===== config.mk =====
export PLATFORM = sky130hd
export DESIGN_NAME = fifo_stream_reader
export DESIGN_NICKNAME = d
export VERILOG_FILES = /design/src/rtl/fir_pkg.sv /design/src/rtl/axis_skid_reg.sv /design/src/rtl/fifo_stream_reader.sv
export SDC_FILE = /design/constraint.sdc
export NUM_CORES = 1
export LEC_CHECK = 0
export ABC_AREA = 0
export CORE_MARGIN = 2
export CORE_UTILIZATION = 59
export DETAILED_ROUTE_END_ITERATION = 10
export PLACE_DENSITY = 0.86
export SETUP_SLACK_MARGIN = 0.3
export SYNTH_ARGS = -nofsm -noshare
export SYNTH_HDL_FRONTEND = slang
export SYNTH_SLANG_ARGS = --single-unit

===== constraint.sdc =====
create_clock -name clk -period 6.5 [get_ports clk]
set_clock_uncertainty 0.15 [all_clocks]
set_input_delay 1.3 -clock clk [delete_from_list [all_inputs] [get_ports clk]]
set_output_delay 1.3 -clock clk [all_outputs]
set_load 0.01 [all_outputs]

===== src/rtl/fir_pkg.sv =====
// ---------------------------------------------------------------------------
// fir_pkg
// Shared definitions for the 2D FIR datapath.
//   clog2_min1      : counter width helper that never returns a zero width
//   DEFAULT_LINE_W  : pixels per line used by the filter top
//   DEFAULT_LINES   : lines per frame used by the filter top
// ---------------------------------------------------------------------------
package fir_pkg;

  localparam int DEFAULT_LINE_W = 640;
  localparam int DEFAULT_LINES  = 480;

  // A counter over a range of one value still needs a single bit of storage.
  function automatic int clog2_min1(input int value);
    int w;
    w = $clog2(value);
    return (w < 1) ? 1 : w;
  endfunction

endpackage


===== src/rtl/axis_skid_reg.sv =====
// ---------------------------------------------------------------------------
// axis_skid_reg
// Two-entry output stage: a main register driving the stream outputs and a
// skid register that catches one extra word while the consumer stalls.
// Ports:
//   clk, rst_n     : clock, asynchronous active-low reset
//   in_valid       : a new word is written this edge (producer guarantees it
//                    never asserts while skid_valid is set)
//   in_payload     : word to store
//   out_ready      : downstream accept
//   out_valid      : main entry holds a word
//   out_payload    : main entry contents
//   skid_valid     : skid entry holds a word
// ---------------------------------------------------------------------------
module axis_skid_reg #(
  parameter int PW = 11
) (
  input  logic          clk,
  input  logic          rst_n,
  input  logic          in_valid,
  input  logic [PW-1:0] in_payload,
  input  logic          out_ready,
  output logic          out_valid,
  output logic [PW-1:0] out_payload,
  output logic          skid_valid
);

  logic [PW-1:0] skid_payload;
  logic          hs;

  assign hs = out_valid & out_ready;

  // Incoming words go straight to main when main is free or being emptied;
  // otherwise they park in skid. The skid word moves up on the next
  // handshake that has no fresh word competing for main.
  always_ff @(posedge clk or negedge rst_n) begin
    if (!rst_n) begin
      out_valid    <= 1'b0;
      out_payload  <= '0;
      skid_valid   <= 1'b0;
      skid_payload <= '0;
    end else if (in_valid && (!out_valid || hs)) begin
      out_valid   <= 1'b1;
      out_payload <= in_payload;
    end else if (in_valid) begin
      skid_valid   <= 1'b1;
      skid_payload <= in_payload;
    end else if (hs && skid_valid) begin
      out_payload <= skid_payload;
      skid_valid  <= 1'b0;
    end else if (hs) begin
      out_valid <= 1'b0;
    end
  end

endmodule


===== src/rtl/fifo_stream_reader.sv =====
// ---------------------------------------------------------------------------
// fifo_stream_reader
// Drains a show-ahead FIFO into a stream master, tagging each beat with
// start-of-frame (m_tuser) and end-of-line (m_tlast).
// Ports:
//   clk, rst_n         : clock, asynchronous active-low reset
//   empty, q           : FIFO empty flag and head data
//   rd                 : FIFO pop strobe
//   m_tdata/m_tvalid/m_tready/m_tlast/m_tuser : stream master
//   frame_done         : one-cycle pulse after the last beat of a frame
// ---------------------------------------------------------------------------
module fifo_stream_reader
  import fir_pkg::*;
#(
  parameter int WIDTH  = 8,
  parameter int LINE_W = DEFAULT_LINE_W,
  parameter int LINES  = DEFAULT_LINES
) (
  input  logic             clk,
  input  logic             rst_n,
  input  logic             empty,
  input  logic [WIDTH-1:0] q,
  output logic             rd,
  output logic [WIDTH-1:0] m_tdata,
  output logic             m_tvalid,
  input  logic             m_tready,
  output logic             m_tlast,
  output logic             m_tuser,
  output logic             frame_done
);

  localparam int X_W = clog2_min1(LINE_W);
  localparam int Y_W = clog2_min1(LINES);
  localparam int PW  = WIDTH + 3;

  logic [X_W-1:0] x;
  logic [Y_W-1:0] y;
  logic           skid_valid;
  logic           tag_last;
  logic           tag_sof;
  logic           tag_eof;
  logic [PW-1:0]  in_payload;
  logic [PW-1:0]  out_payload;
  logic           main_eof;

  // Pop only when the skid entry is free, so at most two words are ever in
  // flight and m_tready never reaches rd combinationally.
  assign rd = rst_n & ~empty & ~skid_valid;

  assign tag_last = (x == X_W'(LINE_W - 1));
  assign tag_sof  = (x == '0) && (y == '0);
  assign tag_eof  = tag_last && (y == Y_W'(LINES - 1));

  assign in_payload = {tag_eof, tag_sof, tag_last, q};

  // Position counters track the next word to be popped; compared against
  // the real line/frame sizes so non-power-of-two geometries wrap correctly.
  always_ff @(posedge clk or negedge rst_n) begin
    if (!rst_n) begin
      x <= '0;
      y <= '0;
    end else if (rd) begin
      if (tag_last) begin
        x <= '0;
        y <= (y == Y_W'(LINES - 1)) ? '0 : y + 1'b1;
      end else begin
        x <= x + 1'b1;
      end
    end
  end

  axis_skid_reg #(.PW(PW)) u_skid (
    .clk         (clk),
    .rst_n       (rst_n),
    .in_valid    (rd),
    .in_payload  (in_payload),
    .out_ready   (m_tready),
    .out_valid   (m_tvalid),
    .out_payload (out_payload),
    .skid_valid  (skid_valid)
  );

  assign main_eof = out_payload[WIDTH+2];
  assign m_tuser  = out_payload[WIDTH+1];
  assign m_tlast  = out_payload[WIDTH];
  assign m_tdata  = out_payload[WIDTH-1:0];

  // Pulse once the final beat of a frame has actually been accepted.
  always_ff @(posedge clk or negedge rst_n) begin
    if (!rst_n) begin
      frame_done <= 1'b0;
    end else begin
      frame_done <= m_tvalid & m_tready & main_eof;
    end
  end

endmodule


* Yosys cells after proc, flatten, opt, wreduce, memory -nomap -nowiden
Cells that the tools add are included.
Widths: inputs -> output; s select.
** Storage, ports and cells
- Register bits :: 44
- Output and inout bits :: 13
- Input port bits :: 12
- Logic and storage cells :: 47
** Operators by class
- Equal/unequal tests :: 4
- Multiplexer cells :: 11
- Bitwise operators :: 7
- Reduce and logical (&&, ||, !) cells :: 16
- Add/subtract/negate cells :: 2
** Operators with widths (count)
- $mux 11 :: 3
- $add 10x1->10 const B :: 1
- $eq 10x10->1 const B :: 1
- $logic_not 10->1 :: 1
- $mux 10 :: 1
- $add 9x1->9 const B :: 1
- $eq 9x9->1 const B :: 1
- $logic_not 9->1 :: 1
- $mux 9 :: 1
- $reduce_and 2->1 :: 4
- $mux 1 :: 6
- $reduce_bool 2->1 :: 3
- $and 1x1->1 :: 4
- $logic_and 1x1->1 :: 4
- $not 1->1 :: 3
- $reduce_and 3->1 :: 1
- $ne 2x1->1 const B :: 1
- $ne 2x2->1 const B :: 1
- $logic_not 1->1 :: 1
- $logic_or 1x1->1 :: 1

* Logic depth before layout (Yosys ltp)
- Depth in word-level cells :: 6
- Depth in mapped cells :: 7
- Depth with buffers taken out :: 6

* Hierarchy
A second synthesis with hierarchy kept.
** Unflattened totals
- Cell total of the unflattened synthesis :: 187
- Area total of the unflattened synthesis :: 2322.2 sq um
** By module, submodules not included
- axis_skid_reg :: cells an instance 71, area an instance 1182.4 sq um, instances 1, seq. area each 600.6 sq um
- fifo_stream_reader :: cells an instance 116, area an instance 1139.8 sq um, instances 1, seq. area each 500.5 sq um

* Least setup slack after synthesis
No wires, ideal clock.
- Path kind :: input -> output
- Start point :: input empty
- End point :: output rd
- Cell stages on the path :: 3
- Path slack :: 3068 ps
- Path buffers :: 1
- Arrival :: 1982 ps
- Required time :: 5050 ps
- Path through :: or3b_1 > buf_6 > inv_1
** On the way
- Cells in the longest elaborated chain, start to end :: 3
** Ends and longest elaborated chain
- start, declared :: RTL line fifo_stream_reader.sv:21 : input logic empty,
- $not 1->1 :: RTL line fifo_stream_reader.sv:48 : assign rd = rst_n & ~empty & ~skid_valid;
- $and 1x1->1 (2 in a row) :: RTL line fifo_stream_reader.sv:48
- end, declared :: RTL line fifo_stream_reader.sv:23 : output logic rd,
Every way passes these cells.

* Final worst setup path
Ends and elaborated chain as after synthesis.

==> results.py <==
metrics = {
    "synth": {
        "syn_area_per_cell_um2": 10.24,
        "ys_types": 41,
        "synth-seq-cells": 44,
        "yosysSeqAreaShare_pct": 52.95,
        "syn-num-nets": 219,
        "syn_inst": 203,
        "synth-warning-count": 0,
        "synth_area_mm2": 0.002079,
    },
    "global_routing": {
        "antenna_found_initial": 0,
        "grt_use_total_pct": 22.42,
        "grt_pass1_vias": 1570,
        "grt_max_degree": 46,
        "grt_pass1_wl_um": 7038,
        "grt-ovfl-total": 0,
    },
    "final_layout": {
        "nNetsFinal": 237,
        "layout_common_cells": "44 x dfrtp_1, 36 x nand2_1, 23 x clkdlybuf4s50_1",
        "syn2layout_area_growth_pct": 13.24,
        "drive_gt1_share_pct": 10.41,
        "finalInstanceArea_mm2": 0.002355,
        "fillerInstances": 279,
        "seqCellArea_mm2": 0.001101,
        "diodes": 0,
        "final_common_cell": "dfrtp_1",
        "multi_input_area_um2": 847.1,
    },
    "clocking": {
        "clk_path_buf_depth": 2,
        "cts_resized": 0,
        "cts_setup_buffers": 0,
        "postCtsHoldBufs": 0,
        "htree_levels": 2,
        "numCtsBuffers": 5,
        "cts-root-buf": "clkbuf_4",
        "insertion_delay_ns": 0.34,
        "cts_tree": "built",
        "clkSlewWorstSetupHoldPaths_ns": 0.12,
        "clock_sinks": 44,
    },
    "critical_path": {
        "critPathKind": "in2out",
        "crit_family": "buffers and inverters",
        "cp_num_buf_inv": 3,
        "cpMostUsedCell": "clkdlybuf4s50_1",
        "worst-path-max-fanout": 9,
        "worstSetupEndpointType": "output port",
        "max_stage_delay_ns": 0.57,
        "required_ns": 5.05,
        "crit_chain": "clkdlybuf4s50_1, or3b_1, inv_1, clkdlybuf4s50_1",
        "arrival_ns": 3.06,
        "crit_slowest_cell": "clkdlybuf4s50_1",
        "worst_setup_path_start_kind": "primary input",
    },
    "sta": {
        "min_period_over_period_pct": 69.34,
        "setup_tns_ns": 0,
        "hold_viol": 0,
        "rsz0062_at_grt": "no",
        "worst_slew_pin_slew_ns": 0.8548,
        "slew_headroom_pct": 42.54,
        "fmax_ghz": 0.2219,
        "final-setup-viol-count": 0,
        "finalCriticalPeriod_ns": 4.507,
        "final_max_slew_viol_count": 0,
    },
    "detailed_routing": {
        "antenna_left": 0,
        "wl_um": 3921,
        "via_count": 1516,
        "wl_per_cell_um": 14.69,
        "via_per_inst": 5.678,
        "firstDrtPassIters": 4,
        "drc": 0,
        "drt_iter0_markers": 120,
    },
    "die": {
        "initial_core_util_pct": 61.83,
        "die_w_um": 63.37,
        "core_area_mm2": 0.003363,
        "die_area_mm2": 0.004016,
        "fp-row-count": 21,
        "die_y_um": 63.37,
        "boundaryPins": 25,
    },
    "power": {
        "finalPower_w": 0.0007749,
        "powerDensity_mw_per_mm2": 329.1,
        "p_leak_nw": 1.048,
        "vdd_ir_drop_max_v": 0.0001508,
    },
    "placement": {
        "place.gp.congestion": 0.8076,
        "hpwl_um": 2730,
        "placed_area_mm2": 0.002290,
        "io_buffers": 24,
    },
    "worst_hold_path": {
        "hp-class": "reg2reg",
    },
    "outcome": {
        "run_status": "completed",
    },
    "flow_run": {
        "cap_violations": 0,
    },
}
[worst min-delay path, cell delays in order (launching register included)]
cell     delay, ns
dfrtp_1       0.36
nand2_1       0.05
nand2_1       0.06
[Yosys cell counts (all sizes together)]
library cell | n | share of area, %
dfrtp | 44 | 53
nand2 | 36 | 6.5
o21ai | 15 | 3.6
inv | 11 | 2.0
buf | 10 | 3.6
a22oi | 8 | 2.9
mux2 | 8 | 4.3
a21oi | 6 | 1.4
nand4 | 6 | 1.8
nand3 | 5 | 1.2
nor2 | 5 | 0.90
xnor2 | 5 | 2.1
clkbuf | 4 | 0.72
ha | 4 | 2.4
nor4 | 4 | 1.5
or3 | 4 | 1.2
and3 | 3 | 0.90
o31ai | 3 | 1.1
or2 | 2 | 0.60
or3b | 2 | 0.84
or4b | 2 | 0.96
xor2 | 2 | 0.84
a211oi | 1 | 0.36
a221oi | 1 | 0.42
a2bb2oi | 1 | 0.42
and2 | 1 | 0.30
and4 | 1 | 0.42
and4b | 1 | 0.48
mux2i | 1 | 0.48
nand4bb | 1 | 0.54
nor2b | 1 | 0.30
nor3 | 1 | 0.24
nor4b | 1 | 0.42
o21a | 1 | 0.36
o22ai | 1 | 0.30
or4 | 1 | 0.54
[power breakdown]
part / switching [W] / leakage [nW] / internal (W) / total (W)
clock: 0.0000799 / 0.0374 / 0.0000614 / 0.000141
sequential: 0.0000570 / 0.556 / 0.000349 / 0.000406
combinational: 0.000102 / 0.454 / 0.000125 / 0.000227
[worst paths after layout]
check,slack (ns),cells after the start,startpoint,to
max,1.99,4,empty,rd
min,0.34,2,u_skid.out_payload[2]$_DFFE_PN0P_,u_skid.out_payload[2]$_DFFE_PN0P_
max reg2reg,4.07,4,u_skid.skid_valid$_DFFE_PN0P_,y[5]$_DFFE_PN0P_
min reg2reg,0.34,2,u_skid.out_payload[2]$_DFFE_PN0P_,u_skid.out_payload[2]$_DFFE_PN0P_
max in group asynchronous,4.92,2,rst_n,u_skid.skid_payload[1]$_DFFE_PN0P_
min in group asynchronous,0.91,2,rst_n,x[3]$_DFFE_PN0P_
[metrics by stage]
step	utilization (%)	hold slack (ns)	setup WS [ns]	instances
2_1_floorplan	-	0.2972	3.068	203
3_3_place_gp	68.08	0.3077	2.019	260
3_5_place_dp	68.08	0.3162	2.011	260
4_1_cts	70.01	0.3450	2.000	267
5_1_grt	70.01	0.3769	1.918	267
6_report	70.01	0.3409	1.993	267
[registers in the layout, indices dropped and copies added, names as in the netlist]
name / count
u_skid.out_payload: 11
u_skid.skid_payload: 11
x: 10
frame_done: 1
y: 9
u_skid.out_valid: 1
u_skid.skid_valid: 1
[cell families after synthesis]
group	after synthesis	synth area share, %
and+or+nand+nor	77	19.68
buffers and inverters	25	6.317
xor gates and xnor gates	7	2.948
muxes	9	4.814
AOI/OAI and AO/OA	37	10.89
adders and majority gates	4	2.407
DFF	44	52.95
[cell type report]
| type | count | share of cell area (%) |
|---|---|---|
| sequential | 44 | 46.76 |
| multi-input combinational | 134 | 35.97 |
| timing repair buffer | 25 | 10.31 |
| clock buffer | 7 | 2.763 |
| tap | 46 | 2.444 |
| inverter | 11 | 1.753 |
[metal layers]
layer / track usage (%) / vias up / routed length, µm
met3: 5.357 / 4 / 168
li1: - / 746 / -
met5: 0 / - / 0
met2: 35.92 / 34 / 1921
met1: 28.95 / 732 / 1788
met4: 10.05 / 0 / 43
Note: power is estimated with default switching activity, not from simulation.
